### src/rtl/lsu_ctrl.sv
// Load/store unit between EX and a word-only data memory: lane select, sign/zero
// extension, misalignment detection, and a two-cycle read-modify-write for SB/SH.
module lsu_ctrl #(
  parameter int AW              = 32,
  parameter bit ERR_ON_MISALIGN = 1'b1
) (
  input  logic          clk,
  input  logic          rst_n,
  input  logic          req_valid,
  output logic          req_ready,
  input  logic          req_we,
  input  logic [2:0]    req_funct3,
  input  logic [AW-1:0] req_addr,
  input  logic [31:0]   req_wdata,
  output logic          resp_valid,
  output logic [31:0]   resp_rdata,
  output logic          misalign_err,
  output logic          mem_we,
  output logic [AW-1:0] mem_a,
  output logic [31:0]   mem_wd,
  input  logic [31:0]   mem_rd
);

  typedef enum logic {IDLE, MERGE} state_t;
  state_t state, state_next;

  logic [31:0]   old_q;
  logic [AW-1:0] addr_q;
  logic          half_q;
  logic [15:0]   wdata_q;

  logic        accept, is_half, is_word, legal, misaligned, err, sub_store;
  logic [1:0]  lane;
  logic [7:0]  ld_byte;
  logic [15:0] ld_half;
  logic [31:0] load_ext, merged;

  assign accept     = (state == IDLE) && req_valid;
  assign is_half    = (req_funct3[1:0] == 2'b01);
  assign is_word    = (req_funct3[1:0] == 2'b10);
  assign legal      = req_we ? (req_funct3 inside {3'b000, 3'b001, 3'b010})
                             : (req_funct3 inside {3'b000, 3'b001, 3'b010, 3'b100, 3'b101});
  assign misaligned = (is_half && req_addr[0]) || (is_word && (req_addr[1:0] != 2'b00));
  assign err        = !legal || (misaligned && ERR_ON_MISALIGN);
  assign sub_store  = req_we && !err && !is_word;

  // Lane bits are forced to alignment; only matters when misaligned accesses proceed.
  assign lane    = req_addr[1:0] & {!is_word, !(is_half || is_word)};
  assign ld_byte = mem_rd[{lane, 3'b000} +: 8];
  assign ld_half = mem_rd[{lane[1], 4'b0000} +: 16];

  always_comb begin
    load_ext = mem_rd;
    case (req_funct3)
      3'b000:  load_ext = {{24{ld_byte[7]}}, ld_byte};
      3'b001:  load_ext = {{16{ld_half[15]}}, ld_half};
      3'b100:  load_ext = {24'h0, ld_byte};
      3'b101:  load_ext = {16'h0, ld_half};
      default: load_ext = mem_rd;
    endcase
  end

  always_comb begin
    merged = old_q;
    if (half_q) merged[{addr_q[1], 4'b0000} +: 16] = wdata_q;
    else        merged[{addr_q[1:0], 3'b000} +: 8] = wdata_q[7:0];
  end

  // State register plus the registered response and RMW capture.
  always_ff @(posedge clk or negedge rst_n) begin
    if (!rst_n) begin
      state        <= IDLE;
      resp_valid   <= 1'b0;
      misalign_err <= 1'b0;
      resp_rdata   <= 32'h0;
      old_q        <= 32'h0;
      addr_q       <= '0;
      half_q       <= 1'b0;
      wdata_q      <= 16'h0;
    end else begin
      state        <= state_next;
      resp_valid   <= 1'b0;
      misalign_err <= 1'b0;
      resp_rdata   <= 32'h0;
      if (state == MERGE) begin
        resp_valid <= 1'b1;
      end else if (accept) begin
        if (err) begin
          resp_valid   <= 1'b1;
          misalign_err <= 1'b1;
        end else if (!req_we) begin
          resp_valid <= 1'b1;
          resp_rdata <= load_ext;
        end else if (is_word) begin
          resp_valid <= 1'b1;
        end else begin
          old_q   <= mem_rd;
          addr_q  <= {req_addr[AW-1:2], lane};
          half_q  <= is_half;
          wdata_q <= req_wdata[15:0];
        end
      end
    end
  end

  always_comb begin
    state_next = state;
    case (state)
      IDLE:    if (accept && sub_store) state_next = MERGE;
      MERGE:   state_next = IDLE;
      default: state_next = IDLE;
    endcase
  end

  // mem_we is gated by rst_n so an asserted reset kills a write in flight immediately.
  always_comb begin
    req_ready = 1'b0;
    mem_we    = 1'b0;
    mem_a     = {req_addr[AW-1:2], 2'b00};
    mem_wd    = req_wdata;
    case (state)
      IDLE: begin
        req_ready = 1'b1;
        mem_we    = rst_n && accept && req_we && !err && is_word;
      end
      MERGE: begin
        mem_we = rst_n;
        mem_a  = {addr_q[AW-1:2], 2'b00};
        mem_wd = merged;
      end
      default: ;
    endcase
  end

endmodule
### config.mk
export PLATFORM = sky130hd
export DESIGN_NAME = lsu_ctrl
export DESIGN_NICKNAME = d
export VERILOG_FILES = /design/src/rtl/lsu_ctrl.sv
export SDC_FILE = /design/constraint.sdc
export NUM_CORES = 1
export LEC_CHECK = 0
export BUFFER_PORTS_ARGS = -buffer_cell sky130_fd_sc_hd__buf_2
export CORE_ASPECT_RATIO = 1.75
export CORE_UTILIZATION = 49
export DETAILED_ROUTE_END_ITERATION = 8
export PLACE_DENSITY_LB_ADDON = 0.25
export SETUP_SLACK_MARGIN = 0.1
export SLEW_MARGIN = 20
export SYNTH_ARGS = -nofsm -noshare
export SYNTH_HDL_FRONTEND = slang
export SYNTH_SLANG_ARGS = --single-unit
### constraint.sdc
create_clock -name clk -period 2.7 [get_ports clk]
set_input_delay 0.27 -clock clk [delete_from_list [all_inputs] [get_ports clk]]
set_output_delay 0.27 -clock clk [all_outputs]
set_load 0.01 [all_outputs]
# Yosys cells after proc, flatten, opt, wreduce, memory -nomap -nowiden
# Index checks and enable logic that the tools add are counted.
# W data, S select, Z words.
# totals
register_bits	116
in_bits	103
# classes
add_sub_neg	2
n_eq_ne	6
shifts	6
muxes	23
bitwise_logic	4
reduce_logical	22
# op_table
cell	n
$mux W32	7
$pmux W32 S4	1
$bwmux W32	2
$shift A16 B7 Y32 const A	1
$shift A8 B7 Y32 const A	1
$shiftx A16 B7 Y32	1
$shiftx A32 B6 Y16	1
$shiftx A32 B6 Y8	1
$shiftx A8 B7 Y32	1
$neg A5 Y7	2
$mux W1	11
$logic_and A1 B1 Y1	10
$eq A3 B3 Y1 const B	2
$reduce_and A5 Y1	1
$reduce_bool A5 Y1	1
$logic_not A1 Y1	4
$pmux W1 S2	2
$eq A3 B1 Y1 const B	1
$eq A3 B2 Y1 const B	1
$logic_not A3 Y1	1
$logic_or A1 B1 Y1	3
$not A1 Y1	3
$reduce_bool A3 Y1	1
$and A2 B2 Y2	1
3 further kinds	3

# Longest topological paths before layout
# depth
ltp_word	11
depth_mapped	9
ltp_nobuf	6

# Worst setup path before layout
# OpenSTA, ideal clock, no wires.
# synth_timing
path_type	flip-flop to output port
start	reg addr_q[1]
end	out mem_wd[22]
t_arrival_ps	1996
path_slack_ps	434
stages_incl_launch_ff	9
n_path_buf	2
path_cell_list	dfrtp_1 clkbuf_1 inv_1 ha_1 nor4bb_1 clkbuf_1 mux2_2 a32oi_1 a21oi_1
# synth_between
elab_chain_len	5
elab_cells_between_ends	10
cone_classes	add/sub (2); shift (4); mux (4)
# synth_lines
element	line_no	text
start: declaration	28	logic [AW-1:0] addr_q;
start signal: assignment	98	addr_q <= {req_addr[AW-1:2], lane};
$neg A5 Y7, on equally long branches	65, 66	
$shiftx A16 B7 Y32 (tied with other cells)	65	if (half_q) merged[{addr_q[1], 4'b0000} +: 16] = wdata_q;
$bwmux W32, on equally long branches	65, 66	
$mux W32 *	65	
$mux W32 *	121	case (state)
end: declaration	20	output logic [31:0] mem_wd,
# Every way passes the cells marked *; elsewhere a longest branch is shown, timed or not.

# Worst setup path in the final report
# layout_timing
start	reg addr_q[1]
end	out mem_wd[19]
# The elaborated chain is that of the path after synthesis.

==> metrics <==
status=completed; Antenna Nets Post-Route=0; n_diodes=0; clock latency on the worst-skew pair=0.40 ns; Post-synth EDFFs=0; DR pass1 iterations=7; sequential cell area fraction in the yosys report=44.5%; largest net degree at the start of global routing=57; IO Port Bufs=200; Mapped Cells=554; slowest CP cell=dfrtp_1; Slew Viols, Final=0; min Tclk post-route=2.57 ns; Avg WL per Cell=19.8 microns; 1st-iter DRT viols=470; first-pass GRT wire length=28,200 microns; CP endpoint kind=primary output; clk_skew=0.0144 ns; GPL Wtd Cong=0.885; worst r2r path cells=4; die height=155 microns; IO Pins=203; Hold Crit Start=req_addr[29]; P_int=0.00462 W; Worst R2R Start=state$_DFF_PN0_; Post-Syn Area=6530 sq um; die area=13,800 sq um; Hold/Removal Path Class=input pin to flip-flop; Worst Setup Start Kind=flip-flop; final setup margin=0.127 ns; H-tree lvl count=4; CTS root buffer=clkbuf_16; RSZ-0062 raised after global routing=true; Synth Warn #=0; leak pwr=4.06 nW; Fin Setup TNS=0 ns; maximum vdd ir drop=0.471 mV; slowest cell delay on critical path=0.42 ns; initial antenna violation count=0; Die X=89.2 microns; final WL=18,500 microns; Core Area=12,900 sq um; total gr overflow=0; Worst slew margin=48.6%; area added between synthesis and finish=30.4%; clock group share of total power=35.9%; Avg Inst Size Synth=11.8 sq um; final net count=863; Slew @ Worst Pin=0.771 ns; hold_ws=0.112 ns; Post-Place Worst Slack=0.245 ns; Fin. Hold Viols=0; FF-to-FF End=old_q[24]$_DFFE_PN0P_; Clock Sinks=116; fill count=1,071; Max-Cap Viols=0; via count=5,550; crit-path cells=buf_8 -> ha_1 -> nor4bb_1 -> buf_4 -> a221oi_1 -> a21oi_1 -> mux2_2 -> buf_2; CTS Buf Count=17; Post-route DRC=0; Flop pwr share=37.6%; vias per cell=5.94; Final Cell Area=8510 sq um; flop2flop setup slack=0.85 ns; flops & latches, synth=116; Max Clock Freq=389 MHz; clk slew on worst S/H paths=0.05 ns; CTS max path bufs=2; Worst Path Required=2.43 ns; crit path DAT=2.30 ns; Site Rows=55; Power Density=774 nW/um^2; number of global-route vias before repair=5,437; placed cell area=7650 sq um; Starting Density=50.4%; crit-path max FO=8; Tot GR Track Use=27.6%; setup violators final=0; Hold Crit Depth=2; Switching Fraction=29.9%; Min-Delay Endpoint=addr_q[29]$_DFFE_PN0P_; Logic pwr share=26.5%; layout cells sized above 1=53.8%; post-synth cell types=41; kind of critical path=flip-flop to primary output; Async S/R FF share, synth=100%; Tcrit/Tclk final=95.3%; Sw Pwr=0.00197 W; Post-DP HPWL=13,700 microns; CTS tree=built; dominant synthesized flop cell=dfrtp_1
==> timing repair <==
item                                    4_1_cts  5_1_grt
gates cloned                                  0        0
hold endpoints to repair                     30        0
hold buffers                                  1        0
pin swaps                                     1        3
endpoints found under the setup margin       32       28
gates resized for setup                      12       29
setup buffers                                 3        1
==> registers in the layout, indices dropped and copies added, names as in the netlist <==
register	count
wdata_q	16
half_q	1
resp_rdata	32
addr_q	32
resp_valid	1
misalign_err	1
state	1
old_q	32
==> worst max path at each step <==
stage	from	endpoint	slack [ns]	cells past startpoint
floorplan	addr_q[1]$_DFFE_PN0P_	mem_wd[22]	0.43	8
global placement	req_funct3[0]	resp_rdata[23]$_DFF_PN0_	0.43	7
detailed placement	addr_q[0]$_DFFE_PN0P_	mem_wd[2]	0.25	8
CTS	addr_q[0]$_DFFE_PN0P_	mem_wd[25]	0.11	8
global route	addr_q[1]$_DFFE_PN0P_	mem_wd[0]	0.05	8
finish	addr_q[1]$_DFFE_PN0P_	mem_wd[19]	0.13	8
==> area by class of cell <==
cell class | instances | area, sq um | area share, %
clock buffer | 22 | 474 | 5.58
multi-input combinational | 383 | 3460 | 40.6
sequential | 116 | 2910 | 34.2
timing repair buffer | 221 | 1250 | 14.7
inverter | 13 | 48.8 | 0.574
tap | 171 | 214 | 2.52
clock inverter | 9 | 151 | 1.78
==> critical path, delay by kind of cell (launching register included) <==
family / cells / cell delay (ns)
and+or+nand+nor: 1 / 0.16
AOI/OAI and AO/OA: 2 / 0.34
buffers and inverters: 3 / 0.45
muxes: 1 / 0.31
DFF: 1 / 0.42
adders and majority gates: 1 / 0.22
==> Yosys cell counts, drive strengths merged (7+ instances only) <==
| cell type | n | area share (%) |
|---|---|---|
| ha | 8 | 1.5 |
| dfrtp | 116 | 44 |
| nor2 | 38 | 2.2 |
| nor3 | 14 | 1.1 |
| buf | 25 | 2.9 |
| a221oi | 31 | 4.2 |
| mux2i | 40 | 6.1 |
| a22oi | 7 | 0.81 |
| o32a | 7 | 1.1 |
| a211oi | 16 | 1.8 |
| clkbuf | 18 | 1.0 |
| a21oi | 40 | 3.1 |
| mux2 | 142 | 25 |
| inv | 13 | 0.75 |
==> through the flow <==
stage | power (W) | std cells | utilization (%)
2_1_floorplan | 0.00345 | 555 | -
3_3_place_gp | 0.00396 | 899 | 59.1
3_5_place_dp | 0.00403 | 899 | 59.1
4_1_cts | 0.00649 | 934 | 64.6
5_1_grt | 0.00689 | 935 | 65.7
6_report | 0.00659 | 935 | 65.7
==> layout by cell type (no fill, tap or decap), types with 5 or more instances in the layout <==
| master | netlist | layout |
|---|---|---|
| buf_2 | 9 | 193 |
| a21oi_1 | 40 | 37 |
| nor2_1 | 38 | 38 |
| nor3_1 | 14 | 14 |
| inv_1 | 13 | 11 |
| a211oi_1 | 16 | 16 |
| buf_6 | 9 | 8 |
| buf_4 | 4 | 15 |
| mux2_2 | 136 | 130 |
| dfrtp_1 | 116 | 113 |
| o32a_1 | 7 | 7 |
| mux2_4 | 0 | 6 |
| a221oi_1 | 31 | 23 |
| mux2i_1 | 40 | 40 |
| clkbuf_16 | 0 | 17 |
| ha_1 | 8 | 5 |
| mux2_1 | 6 | 6 |
| nand2b_1 | 5 | 5 |
| a221oi_2 | 0 | 8 |
| a22oi_1 | 7 | 7 |
==> layer usage <==
metal / global-route usage, % / vias up / routed length (microns)
li1: - / 2481 / -
met3: 6.72 / 70 / 1180
met2: 49.4 / 305 / 10200
met5: 0 / - / 0
met1: 28.6 / 2694 / 6220
met4: 15.1 / 0 / 964
==> cells by family after synthesis <==
group           count (synthesis)  share of synthesized area [%]
buf+inv                        56                           4.66
mux                           183                           31.0
other cells                     1                         0.0575
simple gates                   75                           5.81
fa+ha+maj                       8                           1.53
compound gates                115                           12.5
flops                         116                           44.5
==> power groups by stage <==
stage          Combinational, W  Sequential, W  Clock [W]
2_1_floorplan           0.00114        0.00231          0
3_3_place_gp            0.00151        0.00246          0
3_5_place_dp            0.00155        0.00248          0
4_1_cts                 0.00164        0.00245    0.00240
5_1_grt                 0.00188        0.00252    0.00250
6_report                0.00174        0.00248    0.00236
No activity file was read; power rests on OpenSTA's default activity.
